--- src/rtl/alu_share_if.sv ---
// Bus bundle between the ALU share arbiter and its environment: two request
// ports, the ALU mux operand/result lines and the tagged response channel.
interface alu_share_if #(
  parameter int WIDTH = 32
);
  logic             req0_valid;
  logic             req0_ready;
  logic [WIDTH-1:0] req0_a;
  logic [WIDTH-1:0] req0_b;
  logic [WIDTH-1:0] req0_c;
  logic [1:0]       req0_sel;

  logic             req1_valid;
  logic             req1_ready;
  logic [WIDTH-1:0] req1_a;
  logic [WIDTH-1:0] req1_b;
  logic [WIDTH-1:0] req1_c;
  logic [1:0]       req1_sel;

  logic [WIDTH-1:0] alu_a;
  logic [WIDTH-1:0] alu_b;
  logic [WIDTH-1:0] alu_c;
  logic [1:0]       alu_sel;
  logic [WIDTH-1:0] alu_y;

  logic             rsp_valid;
  logic             rsp_ready;
  logic [WIDTH-1:0] rsp_data;
  logic             rsp_id;

  logic             busy;

  // Arbiter side
  modport slave (
    input  req0_valid, req0_a, req0_b, req0_c, req0_sel,
    output req0_ready,
    input  req1_valid, req1_a, req1_b, req1_c, req1_sel,
    output req1_ready,
    output alu_a, alu_b, alu_c, alu_sel,
    input  alu_y,
    output rsp_valid, rsp_data, rsp_id,
    input  rsp_ready,
    output busy
  );

  // Requesters, ALU mux and response consumer side
  modport master (
    output req0_valid, req0_a, req0_b, req0_c, req0_sel,
    input  req0_ready,
    output req1_valid, req1_a, req1_b, req1_c, req1_sel,
    input  req1_ready,
    input  alu_a, alu_b, alu_c, alu_sel,
    output alu_y,
    input  rsp_valid, rsp_data, rsp_id,
    output rsp_ready,
    input  busy
  );
endinterface

--- src/rtl/alu_share_arbiter.sv ---
// Round-robin share of one ALU mux between the execute stage (port 0) and the
// debug/DMA side (port 1); one operation in flight, response tagged by port.
module alu_share_arbiter #(
  parameter int WIDTH = 32
) (
  input  logic         clk,
  input  logic         rst_n,
  alu_share_if.slave   bus
);

  typedef enum logic [1:0] {
    IDLE = 2'd0,
    EXEC = 2'd1,
    RESP = 2'd2
  } state_t;

  state_t           state_reg;
  logic             ptr_reg;   // 1 = port 1 wins a tie
  logic             id_reg;
  logic [WIDTH-1:0] alu_a_reg;
  logic [WIDTH-1:0] alu_b_reg;
  logic [WIDTH-1:0] alu_c_reg;
  logic [1:0]       alu_sel_reg;
  logic [WIDTH-1:0] rsp_data_reg;
  logic             rsp_id_reg;
  logic             rsp_valid_reg;

  logic grant0;
  logic grant1;

  always_comb begin
    grant0 = bus.req0_valid && (!bus.req1_valid || !ptr_reg);
    grant1 = bus.req1_valid && (!bus.req0_valid ||  ptr_reg);
  end

  assign bus.req0_ready = (state_reg == IDLE) && grant0;
  assign bus.req1_ready = (state_reg == IDLE) && grant1;
  assign bus.busy       = (state_reg != IDLE);

  assign bus.alu_a     = alu_a_reg;
  assign bus.alu_b     = alu_b_reg;
  assign bus.alu_c     = alu_c_reg;
  assign bus.alu_sel   = alu_sel_reg;
  assign bus.rsp_data  = rsp_data_reg;
  assign bus.rsp_id    = rsp_id_reg;
  assign bus.rsp_valid = rsp_valid_reg;

  always_ff @(posedge clk or negedge rst_n) begin
    if (!rst_n) begin
      state_reg     <= IDLE;
      ptr_reg       <= 1'b0;
      id_reg        <= 1'b0;
      alu_a_reg     <= '0;
      alu_b_reg     <= '0;
      alu_c_reg     <= '0;
      alu_sel_reg   <= 2'b00;
      rsp_data_reg  <= '0;
      rsp_id_reg    <= 1'b0;
      rsp_valid_reg <= 1'b0;
    end else begin
      case (state_reg)
        IDLE: begin
          if (grant0 || grant1) begin
            alu_a_reg   <= grant1 ? bus.req1_a   : bus.req0_a;
            alu_b_reg   <= grant1 ? bus.req1_b   : bus.req0_b;
            alu_c_reg   <= grant1 ? bus.req1_c   : bus.req0_c;
            alu_sel_reg <= grant1 ? bus.req1_sel : bus.req0_sel;
            id_reg      <= grant1;
            // Next tie goes to whichever port was not just served
            ptr_reg     <= !grant1;
            state_reg   <= EXEC;
          end
        end
        EXEC: begin
          rsp_data_reg  <= bus.alu_y;
          rsp_id_reg    <= id_reg;
          rsp_valid_reg <= 1'b1;
          state_reg     <= RESP;
        end
        RESP: begin
          if (bus.rsp_ready) begin
            rsp_valid_reg <= 1'b0;
            state_reg     <= IDLE;
          end
        end
        default: state_reg <= IDLE;
      endcase
    end
  end

endmodule

--- src/flat_wrapper.sv ---
// flat-port wrapper written by rule: the top's interface ports become plain ports
module alu_share_arbiter_flat 
#(
  parameter int WIDTH = 32
)
  (clk, rst_n, bus_req0_valid, bus_req0_a, bus_req0_b, bus_req0_c, bus_req0_sel, bus_req0_ready, bus_req1_valid, bus_req1_a, bus_req1_b, bus_req1_c, bus_req1_sel, bus_req1_ready, bus_alu_a, bus_alu_b, bus_alu_c, bus_alu_sel, bus_alu_y, bus_rsp_valid, bus_rsp_data, bus_rsp_id, bus_rsp_ready, bus_busy);
  alu_share_if #(.WIDTH(WIDTH)) bus_i ();
  input  logic clk;
  input  logic rst_n;
  input wire logic [$bits(bus_i.req0_valid)-1:0] bus_req0_valid;
  input wire logic [$bits(bus_i.req0_a)-1:0] bus_req0_a;
  input wire logic [$bits(bus_i.req0_b)-1:0] bus_req0_b;
  input wire logic [$bits(bus_i.req0_c)-1:0] bus_req0_c;
  input wire logic [$bits(bus_i.req0_sel)-1:0] bus_req0_sel;
  output wire logic [$bits(bus_i.req0_ready)-1:0] bus_req0_ready;
  input wire logic [$bits(bus_i.req1_valid)-1:0] bus_req1_valid;
  input wire logic [$bits(bus_i.req1_a)-1:0] bus_req1_a;
  input wire logic [$bits(bus_i.req1_b)-1:0] bus_req1_b;
  input wire logic [$bits(bus_i.req1_c)-1:0] bus_req1_c;
  input wire logic [$bits(bus_i.req1_sel)-1:0] bus_req1_sel;
  output wire logic [$bits(bus_i.req1_ready)-1:0] bus_req1_ready;
  output wire logic [$bits(bus_i.alu_a)-1:0] bus_alu_a;
  output wire logic [$bits(bus_i.alu_b)-1:0] bus_alu_b;
  output wire logic [$bits(bus_i.alu_c)-1:0] bus_alu_c;
  output wire logic [$bits(bus_i.alu_sel)-1:0] bus_alu_sel;
  input wire logic [$bits(bus_i.alu_y)-1:0] bus_alu_y;
  output wire logic [$bits(bus_i.rsp_valid)-1:0] bus_rsp_valid;
  output wire logic [$bits(bus_i.rsp_data)-1:0] bus_rsp_data;
  output wire logic [$bits(bus_i.rsp_id)-1:0] bus_rsp_id;
  input wire logic [$bits(bus_i.rsp_ready)-1:0] bus_rsp_ready;
  output wire logic [$bits(bus_i.busy)-1:0] bus_busy;
  assign bus_i.req0_valid = bus_req0_valid;
  assign bus_i.req0_a = bus_req0_a;
  assign bus_i.req0_b = bus_req0_b;
  assign bus_i.req0_c = bus_req0_c;
  assign bus_i.req0_sel = bus_req0_sel;
  assign bus_req0_ready = bus_i.req0_ready;
  assign bus_i.req1_valid = bus_req1_valid;
  assign bus_i.req1_a = bus_req1_a;
  assign bus_i.req1_b = bus_req1_b;
  assign bus_i.req1_c = bus_req1_c;
  assign bus_i.req1_sel = bus_req1_sel;
  assign bus_req1_ready = bus_i.req1_ready;
  assign bus_alu_a = bus_i.alu_a;
  assign bus_alu_b = bus_i.alu_b;
  assign bus_alu_c = bus_i.alu_c;
  assign bus_alu_sel = bus_i.alu_sel;
  assign bus_i.alu_y = bus_alu_y;
  assign bus_rsp_valid = bus_i.rsp_valid;
  assign bus_rsp_data = bus_i.rsp_data;
  assign bus_rsp_id = bus_i.rsp_id;
  assign bus_i.rsp_ready = bus_rsp_ready;
  assign bus_busy = bus_i.busy;
  alu_share_arbiter #(.WIDTH(WIDTH)) u_core (.clk(clk), .rst_n(rst_n), .bus(bus_i));
endmodule
--- config.mk ---
export PLATFORM = sky130hd
export DESIGN_NAME = alu_share_arbiter_flat
export DESIGN_NICKNAME = d
export VERILOG_FILES = /design/src/rtl/alu_share_if.sv /design/src/rtl/alu_share_arbiter.sv /design/src/flat_wrapper.sv
export SDC_FILE = /design/constraint.sdc
export NUM_CORES = 1
export LEC_CHECK = 0
export ABC_CLOCK_PERIOD_IN_PS = 2600
export CAP_MARGIN = 20
export CORE_AREA = 2 2 144 146
export DETAILED_ROUTE_END_ITERATION = 8
export DIE_AREA = 0 0 146 148
export PLACE_DENSITY = 0.69
export SLEW_MARGIN = 10
export SYNTH_ARGS = -nofsm -noshare
export SYNTH_HDL_FRONTEND = slang
export SYNTH_SLANG_ARGS = --single-unit
--- constraint.sdc ---
create_clock -name clk -period 2.6 [get_ports clk]
set_input_delay 0.52 -clock clk [delete_from_list [all_inputs] [get_ports clk]]
set_output_delay 0.52 -clock clk [all_outputs]
set_load 0.01 [all_outputs]
-- Word-level counts from Yosys, hierarchy flattened
Index checks and enable logic that the tools add are counted.
- register bits: 136
- input bits: 233
- output and inout bits: 135
- logic and storage cells: 40
- eq/ne operators: 4
- muxes and demuxes: 9
- reductions and logical operators: 17
- operator list (operator ; number):
    $mux W32 ; 3
    $mux W2 ; 3
    $pmux W2 S3 ; 1
    $reduce_and A2 Y1 ; 3
    $logic_and A1 B1 Y1 ; 4
    $logic_not A1 Y1 ; 4
    $ne A2 B2 Y1 const B ; 2
    $reduce_bool A2 Y1 ; 2
    $logic_or A1 B1 Y1 ; 3
    $eq A2 B1 Y1 const B ; 1
    $eq A2 B2 Y1 const B ; 1
    $logic_not A2 Y1 ; 1
    $pmux W1 S2 ; 1
    $mux W1 ; 1

-- Depth between registers and ports, before layout
- word-level depth: 6
- mapped depth: 7
- gate-level depth less buffers: 3

-- Worst setup path after synthesis
Ideal clock, no wire load.
- kind: input to output
- from: input port bus_req1_valid
- to: output port bus_req1_ready
- arrival time: 1354 ps
- required time: 2080 ps
- slack: 726 ps
- stages: 4
- buffers on the path: 2
- cells stage by stage: clkinv_1 clkbuf_1 clkbuf_1 nor3_1
- word-level cells in the longest chain between the ends: 2
- RTL lines (item ; RTL line ; text):
    start, declared ; flat_wrapper.sv:16 ; input wire logic [$bits(bus_i.req1_valid)-1:0] bus_req1_valid;
    $logic_and A1 B1 Y1 ; alu_share_arbiter.sv:33 ; grant1 = bus.req1_valid && (!bus.req0_valid || ptr_reg);
    $logic_and A1 B1 Y1 ; alu_share_arbiter.sv:37 ; assign bus.req1_ready = (state_reg == IDLE) && grant1;
    end, declared ; flat_wrapper.sv:21 ; output wire logic [$bits(bus_i.req1_ready)-1:0] bus_req1_ready;
Every way passes these cells.

-- Final worst setup path
- from: input port bus_req0_valid
- to: output port bus_req1_ready
- word-level cells in the longest chain between the ends: 4
- RTL lines (item ; RTL line ; text):
    start, declared ; flat_wrapper.sv:10 ; input wire logic [$bits(bus_i.req0_valid)-1:0] bus_req0_valid;
    $logic_not A1 Y1 ; alu_share_arbiter.sv:33 ;
    $logic_or A1 B1 Y1 ; alu_share_arbiter.sv:33 ;
    $logic_and A1 B1 Y1 ; alu_share_arbiter.sv:33 ;
    $logic_and A1 B1 Y1 ; alu_share_arbiter.sv:37 ;
Every way passes these cells.

==> results.toml <==
[yosys]
seq_area_frac_synth = 0.5335
syn_nets = 895
ys_ff_latch = 136
syn_area_mm2 = 0.006379
ys.warnings.count = 0
netlist_instances = 662
ys_types = 23
avgSynthCellArea_um2 = 9.635

[worst_setup_path]
critPathMostFrequentCell = "clkdlybuf4s50_1"
r2r_start = "u_core.state_reg[1]"
cp_slowest_cell = "clkdlybuf4s50_1"
worstPathMaxFanout = 3
critPathKind = "in -> out"
crit_arrival_ns = 1.90
cp_cell_sequence = "clkdlybuf4s50_1 > nor2b_4 > nor3_1 > clkdlybuf4s50_1"
timing.rr.end = "u_core.bus.alu_a[27]"
crit_start = "bus_req0_valid"
required_ns = 2.08
r2r_setup_slack_ns = 0.68
worst_setup_path_start_kind = "input port"
crit_end = "bus_req1_ready"
r2r_cells = 5
endpoint_kind = "primary output"
slowest_delay_ns = 0.57

[global_route]
grt_pass1_wl_um = 38760
antenna_found_initial = 0
grt_max_degree = 99
grt_pass1_vias = 6828
overflow = 0
gr-usage-all-layers = 0.2239

[clock_network]
path_clk_slew_ns = 0.07
post_cts_resized = 0
cts_max_level = 4
cts_tree = "built"
holdBufCountCts = 0
insertion_delay_ns = 0.42
cts_buffer_depth = 2
cts.sinks = 136
post_cts_buffers = 0
cts_made_buffers = 17
cts_root_buf = "clkbuf_16"

[floorplanning]
rows = 52
die_area_mm2 = 0.02161
core_area_mm2 = 0.02004
num_io_pins = 368
start_util = 0.3183
die_w_um = 146
fp.dieH_um = 148

[flow_run]
drv_cap = 0

[detailed_routing]
postRouteAntennaNets = 0
wirelength_um = 24770
drtIter0Drc = 344
wl_per_cell_um = 19.52
drc = 0
via_count = 6842
first_pass_iters = 5
via_per_inst = 5.392

[sta]
timing.final.crit_share = 0.9305
setup_ws_ns = 0.1808
tightest_slew_ns = 0.9796
finalSetupTns_ns = 0
slew_violations = 0
fin_skew_ns = 0.01097
hold_viol = 0
fmax_mhz = 413.4
holdWs_ns = 0.06066
rsz0062_at_grt = "no"
finalCriticalPeriod_ns = 2.419
setup-violations-final = 0
slew_headroom = 0.3469

[finish]
area_growth_syn_to_layout_pct = 70.50
insertedDiodeCount = 0
drive_above_1_share = 0.1011
finalNetCount = 1219
fill_cells = 1855
final_common_cell = "clkdlybuf4s50_1"
fin_area_mm2 = 0.01088
final_cell_mix = "365 x clkdlybuf4s50_1, 136 x dfrtp_1, 101 x a21oi_1"

[min_path]
hold_class = "in -> async"

[pwr]
power_leakage_uw = 0.004131
worst_ir_drop_vdd_v = 0.0004903
power.density_mw_per_mm2 = 1136
p_total_uw = 12350

[placed_design]
dp_slack_ns = 0.2012
place.gp.congestion = 0.7801
place.port_buffers = 367
place_area_mm2 = 0.01031
place.detailed.hpwl_um = 16250

[run_status]
status = "finished, final reports clean"
-- stage by stage --
step | cells | util
finish | 1269 | 0.5427
global route | 1269 | 0.5427
CTS | 1269 | 0.5427
detailed placement | 1237 | 0.5144
global placement | 1237 | 0.5144
floorplan | 662 | -
-- worst min-delay path by stage --
stage                            from                     end  cells past startpoint
2_1_floorplan                   rst_n     u_core.bus.alu_a[0]                      0
3_3_place_gp            u_core.id_reg           u_core.id_reg                      2
5_1_grt                         rst_n     u_core.bus.alu_b[1]                      1
3_5_place_dp   u_core.bus.rsp_data[6]  u_core.bus.rsp_data[6]                      1
4_1_cts                         rst_n     u_core.bus.alu_b[1]                      1
6_report                        rst_n     u_core.bus.alu_b[1]                      1
-- cell families after synthesis --
group | share of synthesized area
AOI/OAI and AO/OA | 0.2650
buffers and inverters | 0.05669
DFF | 0.5335
and+or+nand+nor | 0.08650
muxes | 0.05826
-- per-layer routing --
metal / GRT usage / share of wire / up-vias
li1: - / - / 3122
met1: 0.2887 / 0.41 / 3316
met2: 0.3653 / 0.48 / 370
met3: 0.06235 / 0.091 / 34
met4: 0.07476 / 0.023 / 0
met5: 0 / 0 / -
-- power by group --
group | internal, uW | switching, uW | leakage (uW)
clock network | 1340 | 1020 | 0.000267
registers | 3210 | 604 | 0.00154
logic | 3240 | 2930 | 0.00232
-- Yosys cell counts, drive strengths merged --
master  count  area [um2]
nand3      98       490.5
a21oi     101       505.5
nor2        4       15.01
and2        1       6.260
mux2       33       371.6
nand2       1       3.750
or2         1       6.260
clkbuf     55       207.7
clkinv      1       3.750
a31oi      99       681.9
buf        25       142.6
a21o        1       7.510
nand2b      1       6.260
nor3        1       5.000
inv         2       7.510
and3        1       6.260
o21ai      99       495.5
nor2b       2       12.51
dfrtp     136        3403
-- layout make-up --
| class | instances | area, um2 | share of cell area |
|---|---|---|---|
| tap | 270 | 337.8 | 0.03106 |
| inverter | 3 | 11.26 | 0.001035 |
| clock buffer | 18 | 429.2 | 0.03946 |
| sequential | 136 | 3403 | 0.3129 |
| multi-input combinational | 443 | 2649 | 0.2436 |
| clock inverter | 14 | 137.6 | 0.01266 |
| timing repair buffer | 385 | 3908 | 0.3593 |
-- critical path: cells and delay by family --
kind          cells  cell delay, ns
buf+inv           2            1.05
simple gates      2            0.33
Power figures use the tool's default switching activity.
